`config.mk`:
```
export PLATFORM = sky130hd
export DESIGN_NAME = sat_accumulator
export DESIGN_NICKNAME = d
export VERILOG_FILES = /design/src/rtl/sat_accumulator.sv
export SDC_FILE = /design/constraint.sdc
export NUM_CORES = 1
export LEC_CHECK = 0
export BUFFER_PORTS_ARGS = -buffer_cell sky130_fd_sc_hd__buf_2
export CAP_MARGIN = 10
export CORE_MARGIN = 1.5
export CORE_UTILIZATION = 52
export DETAILED_ROUTE_END_ITERATION = 10
export PLACE_DENSITY = 0.79
export SLEW_MARGIN = 0
export SYNTH_ARGS = -nofsm -noshare
export SYNTH_HDL_FRONTEND = slang
export SYNTH_SLANG_ARGS = --single-unit
export TNS_END_PERCENT = 5
```
`constraint.sdc`:
```
create_clock -name clk -period 3 [get_ports clk]
set_input_delay 0.15 -clock clk [delete_from_list [all_inputs] [get_ports clk]]
set_output_delay 0.15 -clock clk [all_outputs]
set_load 0.005 [all_outputs]
```
`src/rtl/sat_accumulator.sv`:
```
// Signed accumulator with overflow detection, wrap/saturate mode, sticky flag and event counter.
// Latency: one cycle from operand accept to registered result on acc_out/out_valid.
// Backpressure: in_ready drops while an unconsumed result is held (out_valid && !out_ready) or on clear.
module sat_accumulator #(
    parameter int WIDTH    = 8,
    parameter bit SATURATE = 1'b1,
    parameter int CNT_W    = 4
) (
    input  logic             clk,
    input  logic             rst,
    input  logic             clear,
    input  logic             in_valid,
    output logic             in_ready,
    input  logic             in_sub,
    input  logic [WIDTH-1:0] in_operand,
    output logic             out_valid,
    input  logic             out_ready,
    output logic [WIDTH-1:0] acc_out,
    output logic             ovf,
    output logic             ovf_sticky,
    output logic [CNT_W-1:0] ovf_count
);

    typedef enum logic {IDLE, HOLD} state_t;

    state_t           state_q;
    state_t           state_d;
    logic             accept;
    logic [WIDTH-1:0] op_x;
    logic [WIDTH:0]   sum_ext;
    logic [WIDTH-1:0] res_raw;
    logic [WIDTH-1:0] res;
    logic             acc_sgn;
    logic             opd_sgn;
    logic             res_sgn;
    logic             ovf_now;
    logic [WIDTH-1:0] max_v;
    logic [WIDTH-1:0] min_v;

    assign out_valid = (state_q == HOLD);
    assign in_ready  = !rst && !clear && (!out_valid || out_ready);
    assign accept    = in_valid && in_ready;

    // Subtraction as acc + ~op + 1, evaluated one bit wider so bit WIDTH is the true sign.
    assign op_x    = in_sub ? ~in_operand : in_operand;
    assign sum_ext = {acc_out[WIDTH-1], acc_out} + {op_x[WIDTH-1], op_x}
                   + {{WIDTH{1'b0}}, in_sub};
    assign res_raw = sum_ext[WIDTH-1:0];

    assign acc_sgn = acc_out[WIDTH-1];
    assign opd_sgn = in_operand[WIDTH-1];
    assign res_sgn = res_raw[WIDTH-1];
    assign ovf_now = (in_sub ? (acc_sgn != opd_sgn) : (acc_sgn == opd_sgn))
                   && (res_sgn != acc_sgn);

    assign max_v = {1'b0, {(WIDTH-1){1'b1}}};
    assign min_v = {1'b1, {(WIDTH-1){1'b0}}};
    assign res   = (SATURATE && ovf_now) ? (sum_ext[WIDTH] ? min_v : max_v) : res_raw;

    always_comb begin
        state_d = state_q;
        if (clear) begin
            state_d = IDLE;
        end else if (accept) begin
            state_d = HOLD;
        end else if (state_q == HOLD && out_ready) begin
            state_d = IDLE;
        end
    end

    always_ff @(posedge clk) begin
        if (rst) begin
            state_q    <= IDLE;
            acc_out    <= '0;
            ovf        <= 1'b0;
            ovf_sticky <= 1'b0;
            ovf_count  <= '0;
        end else begin
            state_q <= state_d;
            if (clear) begin
                acc_out    <= '0;
                ovf        <= 1'b0;
                ovf_sticky <= 1'b0;
                ovf_count  <= '0;
            end else if (accept) begin
                acc_out <= res;
                ovf     <= ovf_now;
                if (ovf_now) begin
                    ovf_sticky <= 1'b1;
                    if (ovf_count != {CNT_W{1'b1}}) begin
                        ovf_count <= ovf_count + CNT_W'(1);
                    end
                end
            end
        end
    end

endmodule

```
==> reports/qor.yml, run 1 <==
clock_network:
  cts_resized: 0
  htree_levels: 1
  cts-buffers-inserted: 3
  cts.sinks: 15
  clk_pin_slew_worst_paths_ps: 90
  cts_setup_buffers: 0
  cts_tree: "built"
  ctsLongestPathBuffers: 2
  cts_hold_buf: 0
  cts_root_buf: "clkbuf_4"
  clock_latency_ps: 280
setup_path:
  worstSetupEndpointType: "flip-flop"
  start_kind: "flip-flop"
  worstPathArrival_ps: 2680
  critical_path.max_fanout: 11
  cp.required_ps: 3180
  crit_type: "flip-flop to flip-flop"
sta:
  timing.fmax_ghz: 0.400
  fin_crit_ps: 2500
  fin_crit_sh_pct: 83.4
  hold_viol_final: 0
  tightest_slew_ps: 642
  rsz0062_at_grt: "no"
  relSlewSlack_pct: 57.1
  setup-tns-final_ps: 0
  slew_viol_final: 0
  setup_violations: 0
  skew_ps: 2.72
logic_synthesis:
  synth_edf_count: 0
  syn_nets: 161
  synth_seq_cells: 15
  syn_area_sq_um: 1130
  synth_async_sr_flop_share_pct: 0
  yosys_warnings: 0
  ys_types: 42
  seq_area_frac_synth_pct: 26.6
  syn-instance-count: 138
  ys.flop_type: "dfxtp_1"
  syn_avg_cell_area_sq_um: 8.17
hold_path:
  hp-class: "primary input to flip-flop"
power_and_ir_drop:
  power_density_nw_per_um2: 396
  p_leak_nw: 0.650
  ir_worst_vdd_v: 0.000419
  p_total_mw: 0.516
global_routing:
  grt_pass1_vias: 1013
  grt_max_degree: 13
  track_usage_pct: 22.9
  grt_pass1_wl_mm: 4.45
  antenna_found_initial: 0
  gr-total-overflow: 0
final_layout:
  final-seq-area_sq_um: 300
  fin_cells: 194
  syn2layout_area_growth_pct: 15.5
  finalInstanceArea_sq_um: 1300
  fin_util_pct: 65.1
  fillCellCount: 193
  drive_gt1_share_pct: 23.4
  nets: 191
  diodes: 0
  multiInputGateArea_sq_um: 782
placed_design:
  portBuffers: 29
  dp_cells: 190
  postPlaceCellArea_sq_um: 1280
  place_congestion: 0.844
  hpwl_mm: 1.90
drt:
  drtIter0Drc: 30
  postRouteWirelength_mm: 2.49
  wl_per_cell_um: 12.9
  drcViolationCount: 0
  drt_first_pass_iters: 4
  drt.antenna.violating_nets: 0
  vias_per_cell: 5.65
  vias: 1096
floorplan:
  rows: 16
  initial_core_util_pct: 56.3
  ioPinCount: 30
  die_x_um: 49.6
  fp.coreArea_sq_um: 2000
  die_h_um: 49.6
  dieArea_sq_um: 2460
run:
  cap_violations: 0
run_status:
  status: "finished clean"
-- sequential cells by signal, indices dropped and copies added (netlist names) --
name / count
acc_out: 8
ovf_count: 4
out_valid: 1
ovf: 1
ovf_sticky: 1
-- critical path, cell delays in order (launching register included) --
cell and delay [ps]:
dfxtp_1 340, ha_1 360, a21oi_1 270, o22ai_1 120
a221o_1 390, o21ba_1 240, nor2_2 420, nor2_1 100
o21a_1 180
-- layout make-up --
| cell class | instances | area share (%) |
|---|---|---|
| clock buffer | 4 | 2.02 |
| inverter | 4 | 1.15 |
| multi-input combinational | 115 | 60.0 |
| sequential | 15 | 23.1 |
| tap | 27 | 2.59 |
| timing repair buffer | 29 | 11.1 |
-- report_power, final --
part,leakage (nW),internal [mW],total [mW],switching (mW)
sequential,0.122,0.207,0.214,0.00701
combinational,0.513,0.0778,0.189,0.111
clock,0.0150,0.0516,0.114,0.0622
-- cells in the final DEF, fill, tap and decap left out, types with 2 or more instances in the layout --
cell and instances:
buf_2 29, a21oi_1 17, nor2_1 16, dfxtp_1 15, nand2_1 12, xor2_1 10, ha_1 8, inv_1 4
o22ai_1 4, nand3_1 4, nand2b_1 4, o21ai_0 4, mux2i_1 3, a31oi_1 3, clkbuf_4 3, a21o_1 2
nor3_1 2, o21a_1 2
-- through the flow --
stage	hold WS (ps)	worst slack (ps)
finish	99.5	498
global route	117	328
CTS	98.6	536
detailed placement	395	324
global placement	383	392
floorplan	271	757
-- cell families after synthesis --
logic type                 Yosys count  synth area share, %
and+or+nand+nor                     48                 20.1
AOI/OAI and AO/OA                   43                 25.4
DFF                                 15                 26.6
xor gates and xnor gates            11                 8.55
adders and majority gates            9                 10.7
buffers and inverters                8                 4.00
muxes                                4                 4.66
-- path summary, 6_finish.rpt --
check	start	endpoint	slack, ps	cells past startpoint
setup / recovery	acc_out[2]$_SDFFE_PP0P_	ovf_sticky$_SDFFE_PP0P_	500	8
hold reg to reg	ovf_sticky$_SDFFE_PP0P_	ovf_sticky$_SDFFE_PP0P_	460	1
hold / removal	in_valid	out_valid$_SDFFE_PP0P_	100	3
setup reg to reg	acc_out[2]$_SDFFE_PP0P_	ovf_sticky$_SDFFE_PP0P_	500	8
-- synth_stat cells (2+ instances only) --
cell type | number | area (sq um)
a21o_1 | 2 | 15.0
a21oi_1 | 17 | 85.1
a31oi_1 | 3 | 18.8
buf_6 | 2 | 22.5
clkbuf_1 | 2 | 7.51
dfxtp_1 | 15 | 300
ha_1 | 8 | 100
inv_1 | 4 | 15.0
mux2i_1 | 3 | 30.0
nand2_1 | 12 | 45.0
nand2b_1 | 4 | 25.0
nand3_1 | 4 | 20.0
nor2_1 | 16 | 60.1
nor3_1 | 2 | 10.0
o21a_1 | 2 | 15.0
o21ai_0 | 4 | 20.0
o22ai_1 | 4 | 25.0
xor2_1 | 10 | 87.6
-- layer usage --
metal | global-route usage (%) | part of all wire, %
met1 | 30.7 | 48
met2 | 38.2 | 47
met3 | 6.36 | 5.2
met4 | 1.39 | 0
met5 | 0 | 0
Power figures use the tool's default switching activity.
==> run 2: changes to the inputs <==
--- a/config.mk
+++ b/config.mk
@@ -8,9 +8,9 @@
 export BUFFER_PORTS_ARGS = -buffer_cell sky130_fd_sc_hd__buf_2
 export CAP_MARGIN = 10
 export CORE_MARGIN = 1.5
-export CORE_UTILIZATION = 52
+export CORE_UTILIZATION = 47
 export DETAILED_ROUTE_END_ITERATION = 10
-export PLACE_DENSITY = 0.79
+export PLACE_DENSITY = 0.75
 export SLEW_MARGIN = 0
 export SYNTH_ARGS = -nofsm -noshare
 export SYNTH_HDL_FRONTEND = slang
==> constraint.sdc (replaced) <==
create_clock -name clk -period 2.09 [get_ports clk]
set_input_delay 0.1045 -clock clk [delete_from_list [all_inputs] [get_ports clk]]
set_output_delay 0.1045 -clock clk [all_outputs]
set_load 0.005 [all_outputs]
==> run 2 against run 1 <==
- the run now ends with negative setup slack left
- cell count increased by 15%
- core utilization is 15 points higher
- setup slack worse by 660 ps
- clock skew decreased by 1.2 ps
- clock-buffer cell count fell by 1
- largest cell class unchanged
- largest power group is now combinational logic
==> reports/qor.yml, run 2 (same netlist as run 1, synthesis figures left out) <==
setup_path:
  critPathMaxStageDelay_ps: 410
  slowest_stage: "a221o_1"
  crit_type: "flip-flop to flip-flop"
  cp.required_ps: 2280
  start_kind: "flip-flop"
  worstPathArrival_ps: 2440
  critical_path.max_fanout: 4
  r2r_cells: 9
  worstSetupEndpointType: "flip-flop"
  cp_top_family: "compound AO/OA/AOI/OAI gates"
  path_buf_inv: 1
  path_depth: 9
  cp_cell_sequence: "ha_4, nand4_1, o22ai_2, a221o_1, nor3_4, buf_6, o211ai_4, o211ai_1, o31ai_1"
final_layout:
  multiInputGateArea_sq_um: 1030
  final-seq-area_sq_um: 310
  top_regs: "acc_out x8, ovf_count x4"
  final_common_cell: "buf_2"
  diodes: 0
  syn2layout_area_growth_pct: 58.5
  largest_reg_flops: 8
  finalInstanceArea_sq_um: 1790
  final_cell_mix: "buf_2, buf_4, nor2_1, nand2_1, a21oi_1"
  largest_register: "acc_out"
  fillCellCount: 142
  nets: 220
  drive_gt1_share_pct: 52.0
clock_network:
  clk_pin_slew_worst_paths_ps: 100
  cts-buffers-inserted: 3
  cts_tree: "built"
  cts_root_buf: "clkbuf_4"
  cts.sinks: 15
  cts_hold_buf: 0
  ctsLongestPathBuffers: 2
  htree_levels: 1
  clock_latency_ps: 290
sta:
  rsz0062_at_grt: "yes"
  tightest_slew_ps: 723
  fin_crit_sh_pct: 108
  fin_crit_ps: 2250
  hold_viol_final: 0
  skew_ps: 1.55
  slew_viol_final: 0
  setup_violations: 12
  hold_ws_ps: 41.8
  setup-tns-final_ps: -1510
  timing.fmax_ghz: 0.445
  relSlewSlack_pct: 51.6
  timing.final.ws_setup_ps: -159
drt:
  postRouteWirelength_mm: 4.28
  drtIter0Drc: 79
  drcViolationCount: 0
  vias_per_cell: 6.26
  drt.antenna.violating_nets: 0
  vias: 1402
  wl_per_cell_um: 19.1
  drt_first_pass_iters: 4
run_status:
  violations: "negative setup slack"
  status: "complete, but fails checks"
floorplan:
  ioPinCount: 30
  fp.coreArea_sq_um: 2230
  dieArea_sq_um: 2700
  rows: 17
  initial_core_util_pct: 50.5
  die_x_um: 52.0
  die_h_um: 52.0
hold_path:
  hold_depth: 3
  hp-class: "primary input to flip-flop"
global_routing:
  grt_pass1_wl_mm: 5.71
  track_usage_pct: 28.8
  gr-total-overflow: 0
  grt_max_degree: 12
  antenna_found_initial: 0
  grt_pass1_vias: 1249
placed_design:
  hpwl_mm: 2.44
  postPlaceCellArea_sq_um: 1460
  place_congestion: 0.943
  portBuffers: 29
power_and_ir_drop:
  power_density_nw_per_um2: 549
  ir_worst_vdd_v: 0.000514
  p_leak_nw: 0.813
  p_total_mw: 0.980
run:
  cap_violations: 0
## run 2: changes by cell type in the layout (fill, tap and decap cells not counted), sizes merged
cell,change
nor2,+1
clkinv,+1
buf,+27
## run 2: stage by stage
stage	utilization, %	setup slack, ps	instances
after global placement	65.4	-346	214
after global routing	80.0	-237	224
after detailed placement	65.4	-417	214
after floorplan	-	-59.3	138
final	80.0	-159	224
after CTS	74.4	-18.8	221
## run 2: worst paths after layout
kind	startpoint	slack, ps	endpoint
worst max-delay path	acc_out[1]$_SDFFE_PP0P_	-160	ovf_count[3]$_SDFFE_PP0P_
worst min-delay path	in_valid	40	out_valid$_SDFFE_PP0P_
worst max register to register	acc_out[1]$_SDFFE_PP0P_	-160	ovf_count[3]$_SDFFE_PP0P_
worst min register to register	ovf_sticky$_SDFFE_PP0P_	480	ovf_sticky$_SDFFE_PP0P_
## run 2: where the power goes
part | internal (mW) | leakage, nW | total [mW] | switching [mW]
Clock | 0.0713 | 0.0177 | 0.180 | 0.108
Sequential | 0.298 | 0.125 | 0.310 | 0.0121
Combinational | 0.228 | 0.670 | 0.491 | 0.263
## run 2: cell type report
| type | count | share of cell area, % |
|---|---|---|
| multi-input combinational | 116 | 57.8 |
| timing repair buffer | 57 | 20.4 |
| sequential | 15 | 17.4 |
| tap | 28 | 1.96 |
| clock buffer | 3 | 1.26 |
| inverter | 4 | 0.840 |
| clock inverter | 1 | 0.280 |
## run 2: what timing repair did
item                                    in CTS  in global routing
pin swaps                                    9                 14
setup buffers                                3                  2
gates resized for setup                     25                 18
endpoints found under the setup margin      13                 13
gates cloned                                 0                  1
## run 2: worst register-to-register path, delay by kind of cell (launching register included)
| kind | cells | cell delay, ps |
|---|---|---|
| flip-flops | 1 | 370 |
| buffers and inverters | 1 | 160 |
| adder cells (fa/ha/maj) | 1 | 240 |
| AND/OR/NAND/NOR | 2 | 440 |
| AO/OA/AOI/OAI | 5 | 920 |
## run 2: metal layers
layer	global-route usage [%]	routed length [um]
met4	11.0	212
met2	52.1	2180
met1	34.2	1610
met3	3.45	281
met5	0	0
